--- src/rtl/execute_stage_mdu.sv ---
// rtl/execute_stage_mdu.sv - RV64 execute stage: forwarding, ALU, branch, E/M register, iterative MDU
//
// Purpose: forwarding muxes, single-cycle ALU, branch resolution, PC-target adder and the
// E/M pipeline register. With EXECUTE_MDU_EN defined, an iterative radix-2 multiply/divide
// unit (M extension) is added. It holds the front of the pipeline through o_stall_e until
// its result is ready. Without the macro, i_mdu is ignored and o_stall_e is tied low.
//
// Ports:
//   i_clk, i_arst                 clock, synchronous active-high reset
//   i_valid, i_flush              E-stage instruction valid / kill
//   i_pc, i_pc_plus4              instruction PC and PC+4
//   i_rs1/rs2_data, i_imm_ext     register operands and extended immediate
//   i_rs1/rs2/rd_addr             register addresses (passed through to hazard unit)
//   i_func3                       branch condition / MDU op select
//   i_result_src, i_alu_control   writeback select (passed through), ALU op
//   i_mem_we, i_reg_we, i_alu_src, i_branch, i_jump, i_mdu   control
//   i_result, i_alu_result        forwarding sources from W and M
//   i_forward_rs1/rs2_exec        0 regfile, 1 i_result, 2 i_alu_result
//   o_stall_e                     hold F/D/E while the MDU works
//   o_pc_src, o_pc_target         redirect (combinational)
//   o_*_m / o_*_preg / o_*        E/M register outputs
//
// i_alu_control encoding: 0 add, 1 sub, 2 and, 3 or, 4 xor, 5 slt, 6 sltu,
//   7 sll, 8 srl, 9 sra, 10 pass SrcB; any other code yields 0.

module execute_stage_mdu #(
    parameter int ADDR_WIDTH = 64,
    parameter int DATA_WIDTH = 64,
    parameter int REG_ADDR_W = 5
) (
    input  logic                  i_clk,
    input  logic                  i_arst,
    input  logic                  i_valid,
    input  logic                  i_flush,
    input  logic [ADDR_WIDTH-1:0] i_pc,
    input  logic [ADDR_WIDTH-1:0] i_pc_plus4,
    input  logic [DATA_WIDTH-1:0] i_rs1_data,
    input  logic [DATA_WIDTH-1:0] i_rs2_data,
    input  logic [REG_ADDR_W-1:0] i_rs1_addr,
    input  logic [REG_ADDR_W-1:0] i_rs2_addr,
    input  logic [REG_ADDR_W-1:0] i_rd_addr,
    input  logic [DATA_WIDTH-1:0] i_imm_ext,
    input  logic [2:0]            i_func3,
    input  logic [2:0]            i_result_src,
    input  logic [4:0]            i_alu_control,
    input  logic                  i_mem_we,
    input  logic                  i_reg_we,
    input  logic                  i_alu_src,
    input  logic                  i_branch,
    input  logic                  i_jump,
    input  logic                  i_mdu,
    input  logic [DATA_WIDTH-1:0] i_result,
    input  logic [DATA_WIDTH-1:0] i_alu_result,
    input  logic [1:0]            i_forward_rs1_exec,
    input  logic [1:0]            i_forward_rs2_exec,
    output logic                  o_stall_e,
    output logic                  o_pc_src,
    output logic [ADDR_WIDTH-1:0] o_pc_target,
    output logic [REG_ADDR_W-1:0] o_rs1_addr,
    output logic [REG_ADDR_W-1:0] o_rs2_addr,
    output logic [REG_ADDR_W-1:0] o_rd_addr,
    output logic                  o_valid_m,
    output logic [2:0]            o_result_src,
    output logic                  o_mem_we,
    output logic                  o_reg_we,
    output logic [ADDR_WIDTH-1:0] o_pc_plus4,
    output logic [ADDR_WIDTH-1:0] o_pc_target_preg,
    output logic [DATA_WIDTH-1:0] o_imm_ext,
    output logic [DATA_WIDTH-1:0] o_alu_result,
    output logic [DATA_WIDTH-1:0] o_write_data,
    output logic [REG_ADDR_W-1:0] o_rd_addr_preg
);

    localparam int SHW = $clog2(DATA_WIDTH);

    localparam logic [4:0] ALU_ADD   = 5'd0;
    localparam logic [4:0] ALU_SUB   = 5'd1;
    localparam logic [4:0] ALU_AND   = 5'd2;
    localparam logic [4:0] ALU_OR    = 5'd3;
    localparam logic [4:0] ALU_XOR   = 5'd4;
    localparam logic [4:0] ALU_SLT   = 5'd5;
    localparam logic [4:0] ALU_SLTU  = 5'd6;
    localparam logic [4:0] ALU_SLL   = 5'd7;
    localparam logic [4:0] ALU_SRL   = 5'd8;
    localparam logic [4:0] ALU_SRA   = 5'd9;
    localparam logic [4:0] ALU_PASSB = 5'd10;

    // ------------------------------------------------------------------
    // Operand select
    // ------------------------------------------------------------------
    logic [DATA_WIDTH-1:0] src_a;
    logic [DATA_WIDTH-1:0] src_b;
    logic [DATA_WIDTH-1:0] write_data;

    always_comb begin
        case (i_forward_rs1_exec)
            2'd1:    src_a = i_result;
            2'd2:    src_a = i_alu_result;
            default: src_a = i_rs1_data;
        endcase
        case (i_forward_rs2_exec)
            2'd1:    write_data = i_result;
            2'd2:    write_data = i_alu_result;
            default: write_data = i_rs2_data;
        endcase
        src_b = i_alu_src ? i_imm_ext : write_data;
    end

    // ------------------------------------------------------------------
    // ALU
    // ------------------------------------------------------------------
    logic [SHW-1:0]        shamt;
    logic [DATA_WIDTH-1:0] alu_out;

    assign shamt = src_b[SHW-1:0];

    always_comb begin
        alu_out = '0;
        case (i_alu_control)
            ALU_ADD:   alu_out = src_a + src_b;
            ALU_SUB:   alu_out = src_a - src_b;
            ALU_AND:   alu_out = src_a & src_b;
            ALU_OR:    alu_out = src_a | src_b;
            ALU_XOR:   alu_out = src_a ^ src_b;
            ALU_SLT:   alu_out = {{(DATA_WIDTH-1){1'b0}}, ($signed(src_a) < $signed(src_b))};
            ALU_SLTU:  alu_out = {{(DATA_WIDTH-1){1'b0}}, (src_a < src_b)};
            ALU_SLL:   alu_out = src_a << shamt;
            ALU_SRL:   alu_out = src_a >> shamt;
            ALU_SRA:   alu_out = $signed(src_a) >>> shamt;
            ALU_PASSB: alu_out = src_b;
            default:   alu_out = '0;
        endcase
    end

    // ------------------------------------------------------------------
    // Branch resolution and target
    // ------------------------------------------------------------------
    logic br_eq;
    logic br_lt;
    logic br_ltu;
    logic br_taken;

    always_comb begin
        br_eq  = (src_a == write_data);
        br_lt  = ($signed(src_a) < $signed(write_data));
        br_ltu = (src_a < write_data);
        case (i_func3)
            3'd0:    br_taken = br_eq;
            3'd1:    br_taken = ~br_eq;
            3'd4:    br_taken = br_lt;
            3'd5:    br_taken = ~br_lt;
            3'd6:    br_taken = br_ltu;
            3'd7:    br_taken = ~br_ltu;
            default: br_taken = 1'b0;
        endcase
    end

    assign o_pc_target = i_pc + ADDR_WIDTH'(i_imm_ext);
    assign o_pc_src    = i_valid & (i_jump | (i_branch & br_taken));

    assign o_rs1_addr = i_rs1_addr;
    assign o_rs2_addr = i_rs2_addr;
    assign o_rd_addr  = i_rd_addr;

    // ------------------------------------------------------------------
    // Multiply / divide unit
    // ------------------------------------------------------------------
    logic                  stall;
    logic                  mdu_done;
    logic [DATA_WIDTH-1:0] mdu_result;

`ifdef EXECUTE_MDU_EN
    typedef enum logic [1:0] {
        ST_IDLE = 2'd0,
        ST_BUSY = 2'd1,
        ST_DONE = 2'd2
    } mdu_state_e;

    mdu_state_e            state_q, state_d;
    logic [SHW-1:0]        cnt_q, cnt_d;
    logic [2:0]            op_q, op_d;
    logic                  res_neg_q, res_neg_d;
    // acc: product high half / partial remainder; lo: product low half / quotient;
    // opb: multiplicand / divisor magnitude.
    logic [DATA_WIDTH-1:0] acc_q, acc_d;
    logic [DATA_WIDTH-1:0] lo_q, lo_d;
    logic [DATA_WIDTH-1:0] opb_q, opb_d;

    logic                  start;
    logic                  sign_a;
    logic                  sign_b;
    logic                  a_neg;
    logic                  b_neg;
    logic [DATA_WIDTH-1:0] a_mag;
    logic [DATA_WIDTH-1:0] b_mag;
    logic                  cap_neg;

    assign start = i_valid & i_mdu & ~i_flush;

    // Operand conditioning at accept: both units work on magnitudes, the sign is
    // re-applied once in DONE.
    always_comb begin
        sign_a = (i_func3 == 3'd1) | (i_func3 == 3'd2) | (i_func3 == 3'd4) | (i_func3 == 3'd6);
        sign_b = (i_func3 == 3'd1) | (i_func3 == 3'd4) | (i_func3 == 3'd6);
        a_neg  = sign_a & src_a[DATA_WIDTH-1];
        b_neg  = sign_b & write_data[DATA_WIDTH-1];
        a_mag  = a_neg ? -src_a : src_a;
        b_mag  = b_neg ? -write_data : write_data;
        if (!i_func3[2]) begin
            cap_neg = a_neg ^ b_neg;
        end else if (!i_func3[1]) begin
            // Divide by zero keeps the raw all-ones quotient.
            cap_neg = (a_neg ^ b_neg) & (write_data != '0);
        end else begin
            // Remainder takes the sign of the dividend.
            cap_neg = a_neg;
        end
    end

    logic [DATA_WIDTH:0]   mul_sum;
    logic [DATA_WIDTH:0]   div_shift;
    logic [DATA_WIDTH+1:0] div_diff;

    assign mul_sum   = {1'b0, acc_q} + (lo_q[0] ? {1'b0, opb_q} : '0);
    assign div_shift = {acc_q, lo_q[DATA_WIDTH-1]};
    assign div_diff  = {1'b0, div_shift} - {2'b00, opb_q};

    always_comb begin
        state_d   = state_q;
        cnt_d     = cnt_q;
        op_d      = op_q;
        res_neg_d = res_neg_q;
        acc_d     = acc_q;
        lo_d      = lo_q;
        opb_d     = opb_q;
        if (i_flush) begin
            state_d = ST_IDLE;
            cnt_d   = '0;
        end else begin
            case (state_q)
                ST_IDLE: begin
                    if (start) begin
                        state_d   = ST_BUSY;
                        cnt_d     = '0;
                        op_d      = i_func3;
                        res_neg_d = cap_neg;
                        acc_d     = '0;
                        lo_d      = a_mag;
                        opb_d     = b_mag;
                    end
                end
                ST_BUSY: begin
                    if (op_q[2]) begin
                        // Restoring divide: keep the trial difference only if it did not borrow.
                        if (div_diff[DATA_WIDTH+1]) begin
                            acc_d = div_shift[DATA_WIDTH-1:0];
                            lo_d  = {lo_q[DATA_WIDTH-2:0], 1'b0};
                        end else begin
                            acc_d = div_diff[DATA_WIDTH-1:0];
                            lo_d  = {lo_q[DATA_WIDTH-2:0], 1'b1};
                        end
                    end else begin
                        // Shift-add multiply: {acc, lo} shifts right with the adder carry on top.
                        acc_d = mul_sum[DATA_WIDTH:1];
                        lo_d  = {mul_sum[0], lo_q[DATA_WIDTH-1:1]};
                    end
                    if (cnt_q == SHW'(DATA_WIDTH-1)) begin
                        state_d = ST_DONE;
                        cnt_d   = '0;
                    end else begin
                        cnt_d = cnt_q + SHW'(1);
                    end
                end
                ST_DONE: state_d = ST_IDLE;
                default: state_d = ST_IDLE;
            endcase
        end
    end

    always_ff @(posedge i_clk) begin
        if (i_arst) begin
            state_q   <= ST_IDLE;
            cnt_q     <= '0;
            op_q      <= '0;
            res_neg_q <= 1'b0;
            acc_q     <= '0;
            lo_q      <= '0;
            opb_q     <= '0;
        end else begin
            state_q   <= state_d;
            cnt_q     <= cnt_d;
            op_q      <= op_d;
            res_neg_q <= res_neg_d;
            acc_q     <= acc_d;
            lo_q      <= lo_d;
            opb_q     <= opb_d;
        end
    end

    logic [2*DATA_WIDTH-1:0] prod;
    logic [2*DATA_WIDTH-1:0] prod_fix;

    always_comb begin
        prod     = {acc_q, lo_q};
        prod_fix = res_neg_q ? -prod : prod;
        case (op_q)
            3'd0:              mdu_result = lo_q;
            3'd1, 3'd2, 3'd3:  mdu_result = prod_fix[2*DATA_WIDTH-1:DATA_WIDTH];
            3'd4, 3'd5:        mdu_result = res_neg_q ? -lo_q : lo_q;
            default:           mdu_result = res_neg_q ? -acc_q : acc_q;
        endcase
    end

    assign stall    = ((state_q == ST_IDLE) & start) | (state_q == ST_BUSY);
    assign mdu_done = (state_q == ST_DONE);
`else
    // No MDU: i_mdu has no effect and the stage never stalls.
    assign stall      = i_mdu & 1'b0;
    assign mdu_done   = 1'b0;
    assign mdu_result = '0;
`endif

    assign o_stall_e = stall;

    // ------------------------------------------------------------------
    // E/M pipeline register
    // ------------------------------------------------------------------
    logic                  valid_m_q, valid_m_d;
    logic [2:0]            result_src_q, result_src_d;
    logic                  mem_we_q, mem_we_d;
    logic                  reg_we_q, reg_we_d;
    logic [ADDR_WIDTH-1:0] pc_plus4_q, pc_plus4_d;
    logic [ADDR_WIDTH-1:0] pc_target_q, pc_target_d;
    logic [DATA_WIDTH-1:0] imm_ext_q, imm_ext_d;
    logic [DATA_WIDTH-1:0] alu_result_q, alu_result_d;
    logic [DATA_WIDTH-1:0] write_data_q, write_data_d;
    logic [REG_ADDR_W-1:0] rd_addr_q, rd_addr_d;

    always_comb begin
        // Bubbles only clear the qualifying bits; data fields load regardless.
        valid_m_d    = i_valid;
        mem_we_d     = i_mem_we;
        reg_we_d     = i_reg_we;
        if (stall | i_flush) begin
            valid_m_d = 1'b0;
            mem_we_d  = 1'b0;
            reg_we_d  = 1'b0;
        end
        result_src_d = i_result_src;
        pc_plus4_d   = i_pc_plus4;
        pc_target_d  = o_pc_target;
        imm_ext_d    = i_imm_ext;
        alu_result_d = mdu_done ? mdu_result : alu_out;
        write_data_d = write_data;
        rd_addr_d    = i_rd_addr;
    end

    always_ff @(posedge i_clk) begin
        if (i_arst) begin
            valid_m_q    <= 1'b0;
            result_src_q <= '0;
            mem_we_q     <= 1'b0;
            reg_we_q     <= 1'b0;
            pc_plus4_q   <= '0;
            pc_target_q  <= '0;
            imm_ext_q    <= '0;
            alu_result_q <= '0;
            write_data_q <= '0;
            rd_addr_q    <= '0;
        end else begin
            valid_m_q    <= valid_m_d;
            result_src_q <= result_src_d;
            mem_we_q     <= mem_we_d;
            reg_we_q     <= reg_we_d;
            pc_plus4_q   <= pc_plus4_d;
            pc_target_q  <= pc_target_d;
            imm_ext_q    <= imm_ext_d;
            alu_result_q <= alu_result_d;
            write_data_q <= write_data_d;
            rd_addr_q    <= rd_addr_d;
        end
    end

    assign o_valid_m        = valid_m_q;
    assign o_result_src     = result_src_q;
    assign o_mem_we         = mem_we_q;
    assign o_reg_we         = reg_we_q;
    assign o_pc_plus4       = pc_plus4_q;
    assign o_pc_target_preg = pc_target_q;
    assign o_imm_ext        = imm_ext_q;
    assign o_alu_result     = alu_result_q;
    assign o_write_data     = write_data_q;
    assign o_rd_addr_preg   = rd_addr_q;

endmodule

--- config.mk ---
export PLATFORM = sky130hd
export DESIGN_NAME = execute_stage_mdu
export DESIGN_NICKNAME = d
export VERILOG_FILES = /design/src/rtl/execute_stage_mdu.sv
export SDC_FILE = /design/constraint.sdc
export NUM_CORES = 2
export LEC_CHECK = 0
export CORE_AREA = 5 5 349 351
export CTS_BUF_LIST = sky130_fd_sc_hd__clkbuf_8
export CTS_CLUSTER_DIAMETER = 60
export CTS_CLUSTER_SIZE = 14
export DETAILED_ROUTE_END_ITERATION = 8
export DIE_AREA = 0 0 354 356
export MAX_ROUTING_LAYER = met4
export SYNTH_ARGS = -nofsm -noshare
export SYNTH_HDL_FRONTEND = slang
export SYNTH_SLANG_ARGS = --single-unit
--- constraint.sdc ---
create_clock -name i_clk -period 19.9 [get_ports i_clk]
set_input_delay 3.98 -clock i_clk [delete_from_list [all_inputs] [get_ports i_clk]]
set_output_delay 3.98 -clock i_clk [all_outputs]
set_load 0.01 [all_outputs]
==> impl_metrics.json <==
{
  "crit_slowest_cell": "o21ai_0",
  "first_pass_iters": 6,
  "antenna_found_initial": 95,
  "ctsRootBufferMaster": "clkbuf_8",
  "first_global_vias": 44200,
  "p_per_area_nw_per_um2": 73.75,
  "postSynthCellCount": 5042,
  "die_area_um2": 126000,
  "rsz0062_at_grt": "false",
  "synth_top_area_share_pct": 17.85,
  "wl_per_cell_um": 40.02,
  "seq_area_frac_synth_pct": 17.85,
  "tightest_slew_ns": 1.440,
  "io_buffers": 877,
  "cts_setup_buffers": 0,
  "ios": 900,
  "htree_num_levels": 2,
  "grt_usage_pct": 45.51,
  "synth_ff_type": "dfxtp_1",
  "crit_path_max_fanout": 37,
  "routed_via_density": 6.453,
  "grt_max_degree": 121,
  "tns_ns": 0,
  "end_kind": "primary output",
  "path_cells": "clkdlybuf4s50_1 -> inv_1 -> ha_4 -> inv_2 -> buf_4 -> o21ai_0 -> ha_1 -> nand4_1 -> nor3_1 -> nand4_1 -> a211oi_1 -> a21oi_1 -> a41oi_1 -> a211o_1 -> nor2_1 -> o311ai_0 -> nand2_1 -> clkdlybuf4s50_1",
  "finalSetupViolCount": 0,
  "cts_hold_buf": 0,
  "vias": 47790,
  "drive_above_1_share_pct": 6.348,
  "syn_to_final_growth_pct": 31.35,
  "start_util_pct": 31.28,
  "synth_nets": 5862,
  "status": "finished clean",
  "worstPathArrival_ns": 10.87,
  "nets": 6560,
  "drc": 0,
  "clk_pin_slew_ns": 0.09,
  "die_h_um": 356,
  "drtAntennaViolNets": 0,
  "cts_resized": 0,
  "fin_crit_ns": 14.85,
  "hold_depth": 2,
  "p_leak_nw": 19.78,
  "max_stage_delay_ns": 0.88,
  "grt_overflow": 0,
  "wirelength_um": 296400,
  "hpwl_um": 246200,
  "slew_headroom_pct": 2.989,
  "hold_viol": 0,
  "ys_top_cells_by_count": "465 x nand2_1, 415 x o21ai_0, 413 x nor2_1",
  "synth_area_leaders": "dfxtp_1 18%, ha_1 11%, mux2i_1 9.1%, o21ai_0 5.6%, a21oi_1 4.9%",
  "cts_tree": "built",
  "num_rows": 127,
  "mappedNetlistArea_um2": 37120,
  "ir_worst_vdd_mv": 0.05190,
  "syn_area_per_cell_um2": 7.363,
  "grt_pass1_wl_um": 389800,
  "yosysWarningCount": 0,
  "period_share_pct": 74.61,
  "max_cap_viol_count": 0,
  "synth_seq_cells": 331,
  "hp-class": "input pin to flip-flop",
  "synth_edf_count": 0,
  "ys_async_sr_fraction_pct": 0,
  "cts_max_path_buffers": 3,
  "synth.largest_area_cell": "dfxtp_1",
  "clock.fmax_ghz": 0.06735,
  "drt_iter0_markers": 7482,
  "gp_congestion": 1.135,
  "worstPathRequired_ns": 15.92,
  "cts.sinks": 331,
  "crit_type": "input pin to primary output",
  "cp-start-kind": "input pin",
  "cts_buffers": 41,
  "fp.coreArea_um2": 118700,
  "maxSlewViolCount": 0,
  "die_x_um": 354,
  "fin_util_pct": 41.08,
  "ys_types": 95,
  "synth_most_common_cell": "nand2_1"
}
## state kept, by name, indices dropped and copies added (netlist names)
| name | cells |
|---|---|
| o_alu_result | 64 |
| o_imm_ext | 64 |
| o_mem_we | 1 |
| o_pc_plus4 | 64 |
| o_pc_target_preg | 64 |
| o_rd_addr_preg | 5 |
| o_reg_we | 1 |
| o_result_src | 3 |
| o_valid_m | 1 |
| o_write_data | 64 |
## where the power goes
part,switching [mW],total (mW),internal [mW]
logic,1.51,2.26,0.751
clock network,0.329,0.603,0.274
registers,0.0178,0.731,0.713
## placed cells by master, fill, tap and decap left out, types with 184 or more instances in the layout
cell type,n
clkdlybuf4s50_1,875
nand2_1,464
nor2_1,408
o21ai_0,386
a21oi_1,364
mux2i_1,337
dfxtp_1,331
ha_1,325
inv_1,221
nor2b_1,184
## layer usage
metal  vias up  part of all wire (%)  track usage, %  wire length [um]
met3       560                    12           14.68             35170
li1      20150                     -               -                 -
met2      3308                    42           67.16            125800
met1     23770                    40           56.64            118800
met4         0                   5.6           20.72             16640
met5         -                     0               -                 0
## metrics by stage
| step | setup WS [ns] | cells | instance area (um2) | power, mW | hold slack (ns) |
|---|---|---|---|---|---|
| 3_3_place_gp | 5.302 | 7244 | 47590 | 2.890 | 4.539 |
| 2_1_floorplan | 8.067 | 5042 | 37120 | 1.871 | 4.102 |
| 3_5_place_dp | 5.319 | 7244 | 47590 | 2.888 | 4.542 |
| 4_1_cts | 5.286 | 7313 | 48520 | 3.502 | 3.728 |
| 6_report | 5.053 | 7406 | 48760 | 3.596 | 3.782 |
| 5_1_grt | 5.199 | 7388 | 48720 | 3.689 | 3.751 |
## cell families (layout without fill, tap and decap cells)
group,after synthesis,count (layout),synth area share [%]
mux,394,394,10.94
xor+xnor,91,91,2.147
fa+ha+maj,332,332,11.25
other cells,1,93,0.01010
compound gates,1766,1766,31.63
buf+inv,623,1347,7.047
flops,331,331,17.85
simple gates,1504,1504,19.12
## worst max-delay path: cells and delay by family
kind                       cells  cell delay (ns)
AOI/OAI and AO/OA              6             3.00
buffers and inverters          5             1.89
and+or+nand+nor                5             0.99
adders and majority gates      2             0.92
## path summary, 6_finish.rpt
kind | slack [ns] | to | start
worst max-delay path | 5.05 | o_pc_src | i_forward_rs2_exec[0]
worst min-delay path | 3.78 | o_pc_plus4[15]$_SDFF_PP0_ | i_pc_plus4[15]
## final cells by class
cell class,instances,area [um2]
inverters,229,867.1
flip-flops and latches,331,6626
repair buffers,1049,10080
multi-input cells,4088,28090
diodes,92,230.2
clock buffers,41,564.3
clock inverters,28,367.9
well taps,1548,1937
fillers,12540,69940
Power figures use the tool's default switching activity.
